$ cat src/rtl/poly_eval_pipe.sv
// poly_eval_pipe: signed Horner polynomial evaluator, one stage per degree,
// valid/ready streaming and a drain-then-commit run-time coefficient bank.
//
// Ports:
//   clock, reset_n           rising-edge clock, async active-low reset
//   coef_we/sel/data         write one slot of the shadow coefficient bank
//   coef_commit, coef_busy   request shadow->active copy; high while pending
//   in_valid/in_ready/x      input sample stream
//   out_valid/out_ready      output stream handshake
//   y, ovf                   low YW bits of result; result does not fit YW
module poly_eval_pipe #(
  parameter int DEGREE = 3,
  parameter int CW = 4,
  parameter int XW = 4,
  parameter int YW = 13,
  localparam int W = CW + DEGREE * (XW + 1),
  localparam int SW = $clog2(DEGREE + 1)
) (
  input  logic          clock,
  input  logic          reset_n,
  input  logic          coef_we,
  input  logic [SW-1:0] coef_sel,
  input  logic [CW-1:0] coef_data,
  input  logic          coef_commit,
  output logic          coef_busy,
  input  logic          in_valid,
  output logic          in_ready,
  input  logic [XW-1:0] x,
  output logic          out_valid,
  input  logic          out_ready,
  output logic [YW-1:0] y,
  output logic          ovf
);

  typedef enum logic [1:0] {
    RUN,
    DRAIN,
    COMMIT
  } state_e;

  state_e state_q;
  logic   busy_q;
  logic   live_q;

  logic signed [CW-1:0] shad_q [DEGREE+1];
  logic signed [CW-1:0] shad_d [DEGREE+1];
  logic signed [CW-1:0] act_q  [DEGREE+1];

  logic signed [XW-1:0] x_q   [DEGREE];
  logic [DEGREE:0]      v_q;
  logic signed [W-1:0]  acc_q [1:DEGREE];
  logic signed [W-1:0]  acc_d [1:DEGREE];

  logic adv;
  logic fire;
  logic signed [W-1:0] res;

  // The whole pipe advances as one; a stalled output freezes every stage.
  assign adv      = !v_q[DEGREE] || out_ready;
  assign in_ready = adv && live_q && (state_q == RUN);
  assign fire     = in_valid && in_ready;

  // Horner stage k: acc = prev * x + a[D-k], all at full width W,
  // which is wide enough that no intermediate value can wrap.
  for (genvar k = 1; k <= DEGREE; k++) begin : g_stage
    logic signed [W-1:0] base;
    logic signed [W-1:0] xs;
    logic signed [W-1:0] ak;
    if (k == 1) begin : g_first
      assign base = W'(act_q[DEGREE]);
    end else begin : g_next
      assign base = acc_q[k-1];
    end
    assign xs       = W'(x_q[k-1]);
    assign ak       = W'(act_q[DEGREE-k]);
    assign acc_d[k] = base * xs + ak;
  end

  always_ff @(posedge clock or negedge reset_n) begin
    if (!reset_n) begin
      v_q <= '0;
      for (int k = 0; k < DEGREE; k++) begin
        x_q[k] <= '0;
      end
      for (int k = 1; k <= DEGREE; k++) begin
        acc_q[k] <= '0;
      end
    end else if (adv) begin
      v_q    <= {v_q[DEGREE-1:0], fire};
      x_q[0] <= x;
      for (int k = 1; k < DEGREE; k++) begin
        x_q[k] <= x_q[k-1];
      end
      for (int k = 1; k <= DEGREE; k++) begin
        acc_q[k] <= acc_d[k];
      end
    end
  end

  // Out-of-range slot indices simply match no slot.
  always_comb begin
    for (int i = 0; i <= DEGREE; i++) begin
      shad_d[i] = shad_q[i];
      if (coef_we && coef_sel == SW'(i)) begin
        shad_d[i] = coef_data;
      end
    end
  end

  // Active bank only changes in COMMIT, when the pipe is provably
  // empty, so every sample sees exactly one coefficient set.
  always_ff @(posedge clock or negedge reset_n) begin
    if (!reset_n) begin
      state_q <= RUN;
      busy_q  <= 1'b0;
      live_q  <= 1'b0;
      for (int i = 0; i <= DEGREE; i++) begin
        shad_q[i] <= '0;
        act_q[i]  <= '0;
      end
    end else begin
      live_q <= 1'b1;
      for (int i = 0; i <= DEGREE; i++) begin
        shad_q[i] <= shad_d[i];
      end
      unique case (state_q)
        RUN: begin
          if (coef_commit) begin
            state_q <= DRAIN;
            busy_q  <= 1'b1;
          end
        end
        DRAIN: begin
          if (v_q == '0) begin
            state_q <= COMMIT;
          end
        end
        COMMIT: begin
          for (int i = 0; i <= DEGREE; i++) begin
            act_q[i] <= shad_d[i];
          end
          state_q <= RUN;
          busy_q  <= 1'b0;
        end
        default: begin
          state_q <= RUN;
          busy_q  <= 1'b0;
        end
      endcase
    end
  end

  assign res       = acc_q[DEGREE];
  assign y         = res[YW-1:0];
  assign ovf       = !((&res[W-1:YW-1]) || !(|res[W-1:YW-1]));
  assign out_valid = v_q[DEGREE];
  assign coef_busy = busy_q;

endmodule

$ cat config.mk
export PLATFORM = sky130hd
export DESIGN_NAME = poly_eval_pipe
export DESIGN_NICKNAME = d
export VERILOG_FILES = /design/src/rtl/poly_eval_pipe.sv
export SDC_FILE = /design/constraint.sdc
export NUM_CORES = 1
export LEC_CHECK = 0
export CAP_MARGIN = 10
export CORE_MARGIN = 5
export CORE_UTILIZATION = 60
export CTS_BUF_LIST = sky130_fd_sc_hd__clkbuf_8
export CTS_CLUSTER_SIZE = 24
export DETAILED_ROUTE_END_ITERATION = 12
export DONT_BUFFER_PORTS = 1
export MAX_ROUTING_LAYER = met4
export PLACE_DENSITY = 0.79
export SYNTH_ARGS = -nofsm -noshare
export SYNTH_HDL_FRONTEND = slang
export SYNTH_SLANG_ARGS = --single-unit
$ cat constraint.sdc
create_clock -name clock -period 4.24 [get_ports clock]
set_clock_uncertainty 0.05 [all_clocks]
set_input_delay 0 -clock clock [delete_from_list [all_inputs] [get_ports clock]]
set_output_delay 0 -clock clock [all_outputs]
set_load 0.03 [all_outputs]
Word-level counts from Yosys, hierarchy flattened
Cells that the tools add are included.
W data, S select, Z words.

operators by class
  $add $sub $neg = 3
  multipliers = 3
  equal/unequal tests = 7
  muxes and demuxes = 9
  bitwise gates (word level) = 1
  reduce and logical (&&, ||, !) cells = 19

operators with widths
  operator              count
  $add A19 B4 Y19       2
  $mul A19 B4 Y19       2
  $mux W4               4
  $add A8 B4 Y9         1
  $mul A4 B4 Y8         1
  $logic_and A1 B1 Y1   7
  $reduce_and A7 Y1     1
  $reduce_or A7 Y1      1
  $eq A2 B2 Y1 const B  3
  $eq A2 B1 Y1 const B  2
  $logic_not A2 Y1      2
  $logic_not A4 Y1      1
  $mux W2               2
  $ne A2 B2 Y1 const B  2
  $pmux W2 S2           1
  $reduce_and A2 Y1     2
  $logic_not A1 Y1      3
  $logic_or A1 B1 Y1    2
  $pmux W1 S2           1
  $mux W1               1
  $not A1 Y1            1

word-level totals
  register bits = 109
  output and inout port bits = 17

Longest topological paths before layout
Gate-level depths: netlist (run 1).

  depth after elaboration = 5
  mapped depth = 17

Least setup slack after synthesis (run 1)
Ideal clock, no wire load.

  path kind = flip-flop to flip-flop
  start = register x_q (netlist bit g_stage[3].xs[1])
  end = register acc_q (netlist bit res[16])
  library setup time = 120 ps
  data arrival time = 4033 ps
  required time = 4070 ps
  path slack = 37 ps
  cell stages (with the launch flop) = 16
  path buffers = 2
  path through = dfrtp_1 > clkbuf_1 > clkbuf_1 > and2_1 > fa_1 > fa_1 > inv_1 > fa_1 > inv_1 > ha_1 > a21oi_4 > inv_2 > o31ai_2 > a21oi_1 > or3_1 > a31o_1

between the ends
  word-level cells in the longest chain between the ends = 2

ends and longest elaborated chain
  element                            line  source
  from (decl)                        49    logic signed [XW-1:0] x_q [DEGREE];
  from (signal, indexed assignment)  92    x_q[k] <= x_q[k-1];
  $mul A19 B4 Y19                    76    assign acc_d[k] = base * xs + ak;
  $add A19 B4 Y19                    76
  to (signal, indexed assignment)    95    acc_q[k] <= acc_d[k];
  to (decl)                          51    logic signed [W-1:0] acc_q [1:DEGREE];

No other way between the ends.
A chain may end at the register's enable or synchronous reset.

Final worst setup path (run 1)
  start = register x_q (netlist bit g_stage[3].xs[3])
  end = register acc_q (netlist bit res[16])

Same word-level chain as after synthesis.

==> impl_metrics.sql, run 1 <==
INSERT INTO impl_metrics (metric_group, metric, value, unit) VALUES
('outcome', 'run_status', 'completed', ''),
('sta', 'slew_headroom', '41.9', '%'),
('logic_synthesis', 'yosysWarningCount', '0', ''),
('logic_synthesis', 'async_reset_ff_share', '100', '%'),
('finish', 'utilization', '65.0', '%'),
('grt', 'grt-ovfl-total', '0', ''),
('sta', 'timing.final.crit_share', '97.0', '%'),
('sta', 'aggregate_negative_setup_slack', '0', 'ps'),
('cts', 'clock_tree.htree_level_count', '3', ''),
('cts', 'clock_insertion_delay_worst_skew', '390', 'ps'),
('grt', 'wire_length_of_the_first_global_routing_pass', '29800', 'um'),
('cts', 'root_buffer_selected_by_cts', 'sky130_fd_sc_hd__clkbuf_8', ''),
('sta', 'timing.final.setup_violations', '0', ''),
('logic_synthesis', 'synth_top_family_by_area', 'adder cells', ''),
('setup_path', 'timing.critical_path.fanout_max', '8', ''),
('logic_synthesis', 'yosys-top-cells-count', 'sky130_fd_sc_hd__inv_1, sky130_fd_sc_hd__nand2_1, sky130_fd_sc_hd__dfrtp_1, sky130_fd_sc_hd__fa_1, sky130_fd_sc_hd__ha_1', ''),
('grt', 'track_usage', '21.0', '%'),
('sta', 'timing_worst_slew_pin_value', '869', 'ps'),
('logic_synthesis', 'yosys.cell_types.count', '56', ''),
('route', 'avgRoutedWirePerCell', '14.8', 'um'),
('job', 'maxCapViolCount', '0', ''),
('sta', 'post-route-min-period', '4110', 'ps'),
('route', 'ant_nets', '0', ''),
('route', 'drt_initial_violations', '263', ''),
('route', 'detailedRoute.firstPassIterationCount', '4', ''),
('logic_synthesis', 'synthesis.area', '9090', 'um^2'),
('logic_synthesis', 'post_synth_main_area_contributors', 'sky130_fd_sc_hd__dfrtp_1, sky130_fd_sc_hd__fa_1, sky130_fd_sc_hd__ha_1', ''),
('setup_path', 'cpPeakStageDelay', '560', 'ps'),
('finish', 'finish.net_count', '1154', ''),
('finish', 'drive_gt1_share', '9.60', '%'),
('setup_path', 'cpMaxStageDelayCell', 'sky130_fd_sc_hd__fa_1', ''),
('sta', 'postLayoutSetupSlackWorst', '126', 'ps'),
('setup_path', 'end_kind', 'flip-flop', ''),
('sta', 'finalHoldViolations', '0', ''),
('logic_synthesis', 'most_used_flip_flop_cell_after_synthesis', 'sky130_fd_sc_hd__dfrtp_1', ''),
('finish', 'number_of_diodes', '0', ''),
('grt', 'maximum_number_of_pins_on_one_net_before_global_route_repair', '100', ''),
('route', 'drc', '0', ''),
('logic_synthesis', 'synth-xor-area-share', '2.79', '%'),
('placement', 'pre_cts_ws', '117', 'ps'),
('route', 'via_per_inst', '5.47', ''),
('finish', 'flow.area_growth_from_synthesis', '7.43', '%'),
('logic_synthesis', 'synth_seq_cells', '99', ''),
('setup_path', 'critical-path-top-cell-by-count', 'sky130_fd_sc_hd__fa_1', ''),
('floorplan', 'rows', '45', ''),
('sta', 'rsz_0062_raised_after_global_routing', 'yes', ''),
('setup_path', 'data_required_time_of_the_worst_path', '4460', 'ps'),
('grt', 'grt_pass1_vias', '6320', ''),
('cts', 'number_of_buffers_on_the_longest_clock_path', '2', ''),
('cts', 'worst_setup_hold_path_clk_slew', '110', 'ps'),
('logic_synthesis', 'synth_largest_area_cell', 'sky130_fd_sc_hd__dfrtp_1', ''),
('logic_synthesis', 'synth_simple_gate_area_share', '17.9', '%'),
('logic_synthesis', 'synth_compound_area_share', '7.99', '%'),
('setup_path', 'worstPathArrival', '4340', 'ps'),
('placement', 'placedCellCount', '1115', ''),
('route', 'wirelength', '17200', 'um'),
('floorplan', 'area_of_the_die', '17700', 'um^2'),
('logic_synthesis', 'syn_inst', '954', ''),
('logic_synthesis', 'number_of_synthesized_flops_with_an_enable_pin', '0', ''),
('floorplan', 'floorplan.initialDensity', '60.5', '%'),
('logic_synthesis', 'synth_area_per_cell', '9.53', 'um^2'),
('sta', 'timing.final.max_slew_violations', '0', ''),
('floorplan', 'placeable_core_region', '15000', 'um^2'),
('grt', 'antenna_found_initial', '0', ''),
('placement', 'place.gp.congestion', '0.821', ''),
('placement', 'detailedPlacementHpwl', '12800', 'um'),
('floorplan', 'dieWidth', '133', 'um'),
('route', 'via_count', '6324', ''),
('logic_synthesis', 'post-synth-top-area-fraction', '27.2', '%'),
('floorplan', 'num_io_pins', '33', ''),
('cts', 'number_of_buffers_created_by_cts', '9', '');
[state kept, by name, summed over array words and instances (netlist names)]
name,count
g_stage.base,28
shad_q,16
coef_busy,1
act_q,16
live_q,1
g_stage.xs,12
v_q,4
res,19
state_q,2
[cell families (layout without fill, tap and decap cells)]
family          Yosys count  in the layout
other cells               1              1
xor+xnor                 29             29
flops                    99             99
compound gates          109            109
fa+ha+maj               174            174
buf+inv                 183            198
simple gates            326            326
mux                      33             33
[cell type report]
cell class	instances	area, um^2
Multi-Input combinational cell	672	5950
Tap cell	188	235
Clock inverter	7	58.8
Fill cell	1184	5260
Timing Repair Buffer	38	373
Inverter	144	544
Clock buffer	9	124
Sequential cell	99	2480
[final timing paths]
kind,startpoint,endpoint,slack (ps),cells after the start
max reg2reg,g_stage[3].xs[3],res[16],130,14
max in group asynchronous,reset_n,g_stage[2].xs[0],3590,2
max,g_stage[3].xs[3],res[16],130,14
min,coef_sel[1],act_q[4],110,3
min in group asynchronous,reset_n,act_q[13],170,2
min reg2reg,v_q[1],v_q[1],460,2
[through the flow]
stage | hold WS [ps] | cell area [um^2]
after floorplan | -346 | 9090
after global placement | -343 | 9250
after detailed placement | -343 | 9250
after CTS | 77.6 | 9680
after global routing | 107 | 9770
final | 107 | 9770
[cell usage in the layout, fill, tap and decap left out, types with 6 or more instances in the layout]
master	instances
sky130_fd_sc_hd__dfrtp_1	94
sky130_fd_sc_hd__ha_1	74
sky130_fd_sc_hd__clkbuf_8	9
sky130_fd_sc_hd__a211oi_1	6
sky130_fd_sc_hd__nor3_1	13
sky130_fd_sc_hd__and2_1	73
sky130_fd_sc_hd__mux2_2	33
sky130_fd_sc_hd__xnor2_1	13
sky130_fd_sc_hd__fa_1	96
sky130_fd_sc_hd__buf_4	14
sky130_fd_sc_hd__nand2_1	118
sky130_fd_sc_hd__a21o_1	11
sky130_fd_sc_hd__nor2_1	42
sky130_fd_sc_hd__nor2b_1	13
sky130_fd_sc_hd__xor2_1	16
sky130_fd_sc_hd__inv_1	143
sky130_fd_sc_hd__dlygate4sd3_1	22
sky130_fd_sc_hd__a21oi_1	34
sky130_fd_sc_hd__nand2b_1	13
sky130_fd_sc_hd__o21ai_0	17
sky130_fd_sc_hd__nand3_1	14
[layer usage]
metal / global-route usage [%] / vias up / wire, um
met2: 35.8 / 78 / 9170
met4: 4.69 / 0 / 221
met5: - / - / 0
met3: 3.47 / 20 / 450
li1: - / 3067 / -
met1: 26.6 / 3159 / 7340
[repair_timing]
item,in CTS,in global routing
hold buffers,23,0
resized for setup,0,20
setup buffers,0,3
hold endpoints to repair,150,0
endpoints found under the setup margin,0,11
[critical path, delay by kind of cell (launching register included)]
kind	cells	cell delay, ps
compound gates	5	910
fa+ha+maj	4	1840
buf+inv	3	310
flops	1	400
simple gates	2	490
Power of run 1 is not shown: default switching activity piles up to over one toggle a cycle in this logic, so the estimate is an artifact.
==> run 2: changes to the inputs <==
--- a/config.mk
+++ b/config.mk
@@ -9,9 +9,9 @@
 export CORE_MARGIN = 5
 export CORE_UTILIZATION = 60
 export CTS_BUF_LIST = sky130_fd_sc_hd__clkbuf_8
-export CTS_CLUSTER_SIZE = 24
 export DETAILED_ROUTE_END_ITERATION = 12
 export DONT_BUFFER_PORTS = 1
+export GPL_ROUTABILITY_DRIVEN = 0
 export MAX_ROUTING_LAYER = met4
 export PLACE_DENSITY = 0.79
 export SYNTH_ARGS = -nofsm -noshare
==> constraint.sdc (replaced) <==
create_clock -name clock -period 3.4 [get_ports clock]
set_clock_uncertainty 0.05 [all_clocks]
set_input_delay 0 -clock clock [delete_from_list [all_inputs] [get_ports clock]]
set_output_delay 0 -clock clock [all_outputs]
set_load 0.03 [all_outputs]
==> run 2 against run 1 <==
The run now ends with setup timing left. Sequential share of layout area fell by 4.1 points. Largest cell class unchanged. Flip-flop and latch count did not move. Critical path type unchanged. Via count increased by 14%.
==> impl_metrics.sql, run 2 (synthesis results as in run 1) <==
INSERT INTO impl_metrics (metric_group, metric, value, unit) VALUES
('route', 'avgRoutedWirePerCell', '17.3', 'um'),
('route', 'via_per_inst', '5.56', ''),
('sta', 'timing.final.max_slew_violations', '0', ''),
('sta', 'timing.final.crit_share', '116', '%'),
('cts', 'tritoncts_num_sinks', '99', ''),
('setup_path', 'crit_path_start_kind', 'flip-flop', ''),
('outcome', 'run_status', 'finished with violations', ''),
('route', 'uppermost_metal_layer_occupied_by_signal_nets', 'met4', ''),
('cts', 'worst_setup_hold_path_clk_slew', '130', 'ps'),
('placement', 'placed_cell_area', '10400', 'um^2'),
('placement', 'detailedPlacementHpwl', '14300', 'um'),
('outcome', 'failed_checks', 'setup timing', ''),
('finish', 'final_common_cell', 'sky130_fd_sc_hd__buf_4', ''),
('floorplan', 'floorplan.initialDensity', '60.5', '%'),
('cts', 'clock_insertion_delay_worst_skew', '420', 'ps'),
('cts', 'tritoncts', 'done', ''),
('grt', 'grt-ovfl-total', '0', ''),
('route', 'wl_met3', '763', 'um'),
('setup_path', 'worstPathArrival', '4180', 'ps'),
('sta', 'postLayoutSetupSlackWorst', '-537', 'ps'),
('floorplan', 'die-height', '133', 'um'),
('placement', 'io_buffers', '0', ''),
('route', 'routed-wl-met2', '12400', 'um'),
('worst_hold_path', 'min-delay-path-class', 'in -> reg', ''),
('floorplan', 'area_of_the_die', '17700', 'um^2'),
('finish', 'finish.net_count', '1298', ''),
('setup_path', 'timing.critical_path.fanout_max', '5', ''),
('sta', 'aggregate_negative_setup_slack', '-8700', 'ps'),
('finish', 'flow.area_growth_from_synthesis', '28.6', '%'),
('route', 'met1Wirelength', '8510', 'um'),
('job', 'maxCapViolCount', '0', ''),
('route', 'via_count', '7234', ''),
('route', 'detailedRoute.firstPassIterationCount', '5', ''),
('finish', 'largest_register_ffs', '28', ''),
('finish', 'drive_gt1_share', '33.4', '%'),
('cts', 'number_of_buffers_on_the_longest_clock_path', '2', ''),
('setup_path', 'data_required_time_of_the_worst_path', '3640', 'ps'),
('route', 'drt_initial_violations', '334', ''),
('sta', 'post-route-min-period', '3940', 'ps'),
('floorplan', 'placeable_core_region', '15000', 'um^2'),
('sta', 'timing.final.setup_violations', '27', ''),
('setup_path', 'end_kind', 'flip-flop', ''),
('floorplan', 'num_io_pins', '33', ''),
('grt', 'wire_length_of_the_first_global_routing_pass', '36100', 'um'),
('sta', 'timing.fmax', '0.254', 'GHz'),
('route', 'wirelength', '22500', 'um'),
('grt', 'grt_pass1_vias', '7668', ''),
('grt', 'maximum_number_of_pins_on_one_net_before_global_route_repair', '100', ''),
('cts', 'number_of_buffers_created_by_cts', '9', ''),
('finish', 'number_of_diodes', '0', ''),
('finish', 'most-common-layout-cells', 'sky130_fd_sc_hd__buf_4, sky130_fd_sc_hd__inv_1, sky130_fd_sc_hd__nand2_1', ''),
('floorplan', 'dieWidth', '133', 'um'),
('sta', 'slew_headroom', '40.5', '%'),
('sta', 'rsz_0062_raised_after_global_routing', 'yes', ''),
('sta', 'finalHoldViolations', '0', ''),
('sta', 'timing_worst_slew_pin_value', '891', 'ps'),
('cts', 'root_buffer_selected_by_cts', 'sky130_fd_sc_hd__clkbuf_8', ''),
('grt', 'track_usage', '25.8', '%'),
('setup_path', 'critPathKind', 'reg -> reg', ''),
('finish', 'finish.instance_area', '11700', 'um^2'),
('route', 'ant_nets', '0', ''),
('grt', 'antenna_found_initial', '0', ''),
('floorplan', 'rows', '45', ''),
('route', 'drc', '0', ''),
('cts', 'clock_tree.htree_level_count', '3', '');
-- run 2: cell types whose count changed in the layout (fill, tap and decap cells not counted), moves of 12 or more --
cell / change
sky130_fd_sc_hd__and2_1: -14
sky130_fd_sc_hd__buf_4: +123
sky130_fd_sc_hd__ha_4: +22
sky130_fd_sc_hd__and2_4: +14
sky130_fd_sc_hd__ha_1: -20
sky130_fd_sc_hd__buf_6: +20
sky130_fd_sc_hd__o21ai_0: -12
sky130_fd_sc_hd__inv_2: +18
sky130_fd_sc_hd__inv_1: -19
-- run 2: worst paths after layout --
path                             startpoint                   to  slack [ps]  depth (start not counted)
max                        g_stage[2].xs[1]  g_stage[3].base[14]        -540                         15
min                                 coef_we           shad_q[12]          30                          2
max reg2reg                g_stage[2].xs[1]  g_stage[3].base[14]        -540                         15
min reg2reg                       shad_q[1]            shad_q[1]         460                          1
max in group asynchronous           reset_n   g_stage[2].base[6]        2760                          2
min in group asynchronous           reset_n  g_stage[3].base[17]          80                          2
-- run 2: timing repair --
item,in CTS,in global routing
buffers inserted,26,13
cloned,1,0
endpoints found under the setup margin,29,31
pin swaps,61,55
hold buffers,21,0
gates resized for setup,83,67
endpoints found under the hold margin,150,0
-- run 2: worst max-delay path, cell delays in order, from the launching register on --
cell and delay [ps]:
sky130_fd_sc_hd__dfrtp_2 480, sky130_fd_sc_hd__buf_6 130, sky130_fd_sc_hd__buf_6 110, sky130_fd_sc_hd__and2_1 150, sky130_fd_sc_hd__fa_1 470, sky130_fd_sc_hd__fa_1 510, sky130_fd_sc_hd__inv_1 70, sky130_fd_sc_hd__fa_1 500
sky130_fd_sc_hd__inv_2 50, sky130_fd_sc_hd__ha_4 210, sky130_fd_sc_hd__buf_4 150, sky130_fd_sc_hd__a21oi_1 180, sky130_fd_sc_hd__nor2_1 120, sky130_fd_sc_hd__o41ai_2 350, sky130_fd_sc_hd__and3_1 220, sky130_fd_sc_hd__o31ai_2 60
-- run 2: final cells by class --
cell class,instances,area (um^2)
inverters,144,546
well taps,188,235
multi-input cells,672,6670
clock inverters,7,88.8
fillers,863,3340
flip-flops and latches,99,2490
repair inverters,1,5.00
repair buffers,181,1540
clock buffers,9,124
-- run 2: per-layer routing --
layer | vias up | GRT usage (%)
met3 | 73 | 3.63
met4 | 0 | 9.03
li1 | 3355 | -
met2 | 191 | 46.8
met5 | - | -
met1 | 3615 | 29.1
-- run 2: stage by stage --
stage / setup WS [ps] / utilization (%) / hold WS [ps] / instances
detailed placement: -532 / 69.5 / -340 / 1226
global placement: -462 / 69.5 / -340 / 1226
CTS: -439 / 75.5 / 8.01 / 1290
floorplan: -302 / - / -346 / 954
global route: -670 / 77.8 / 14.6 / 1301
finish: -537 / 77.8 / 28.6 / 1301
Power of run 2 is left out for the same reason.
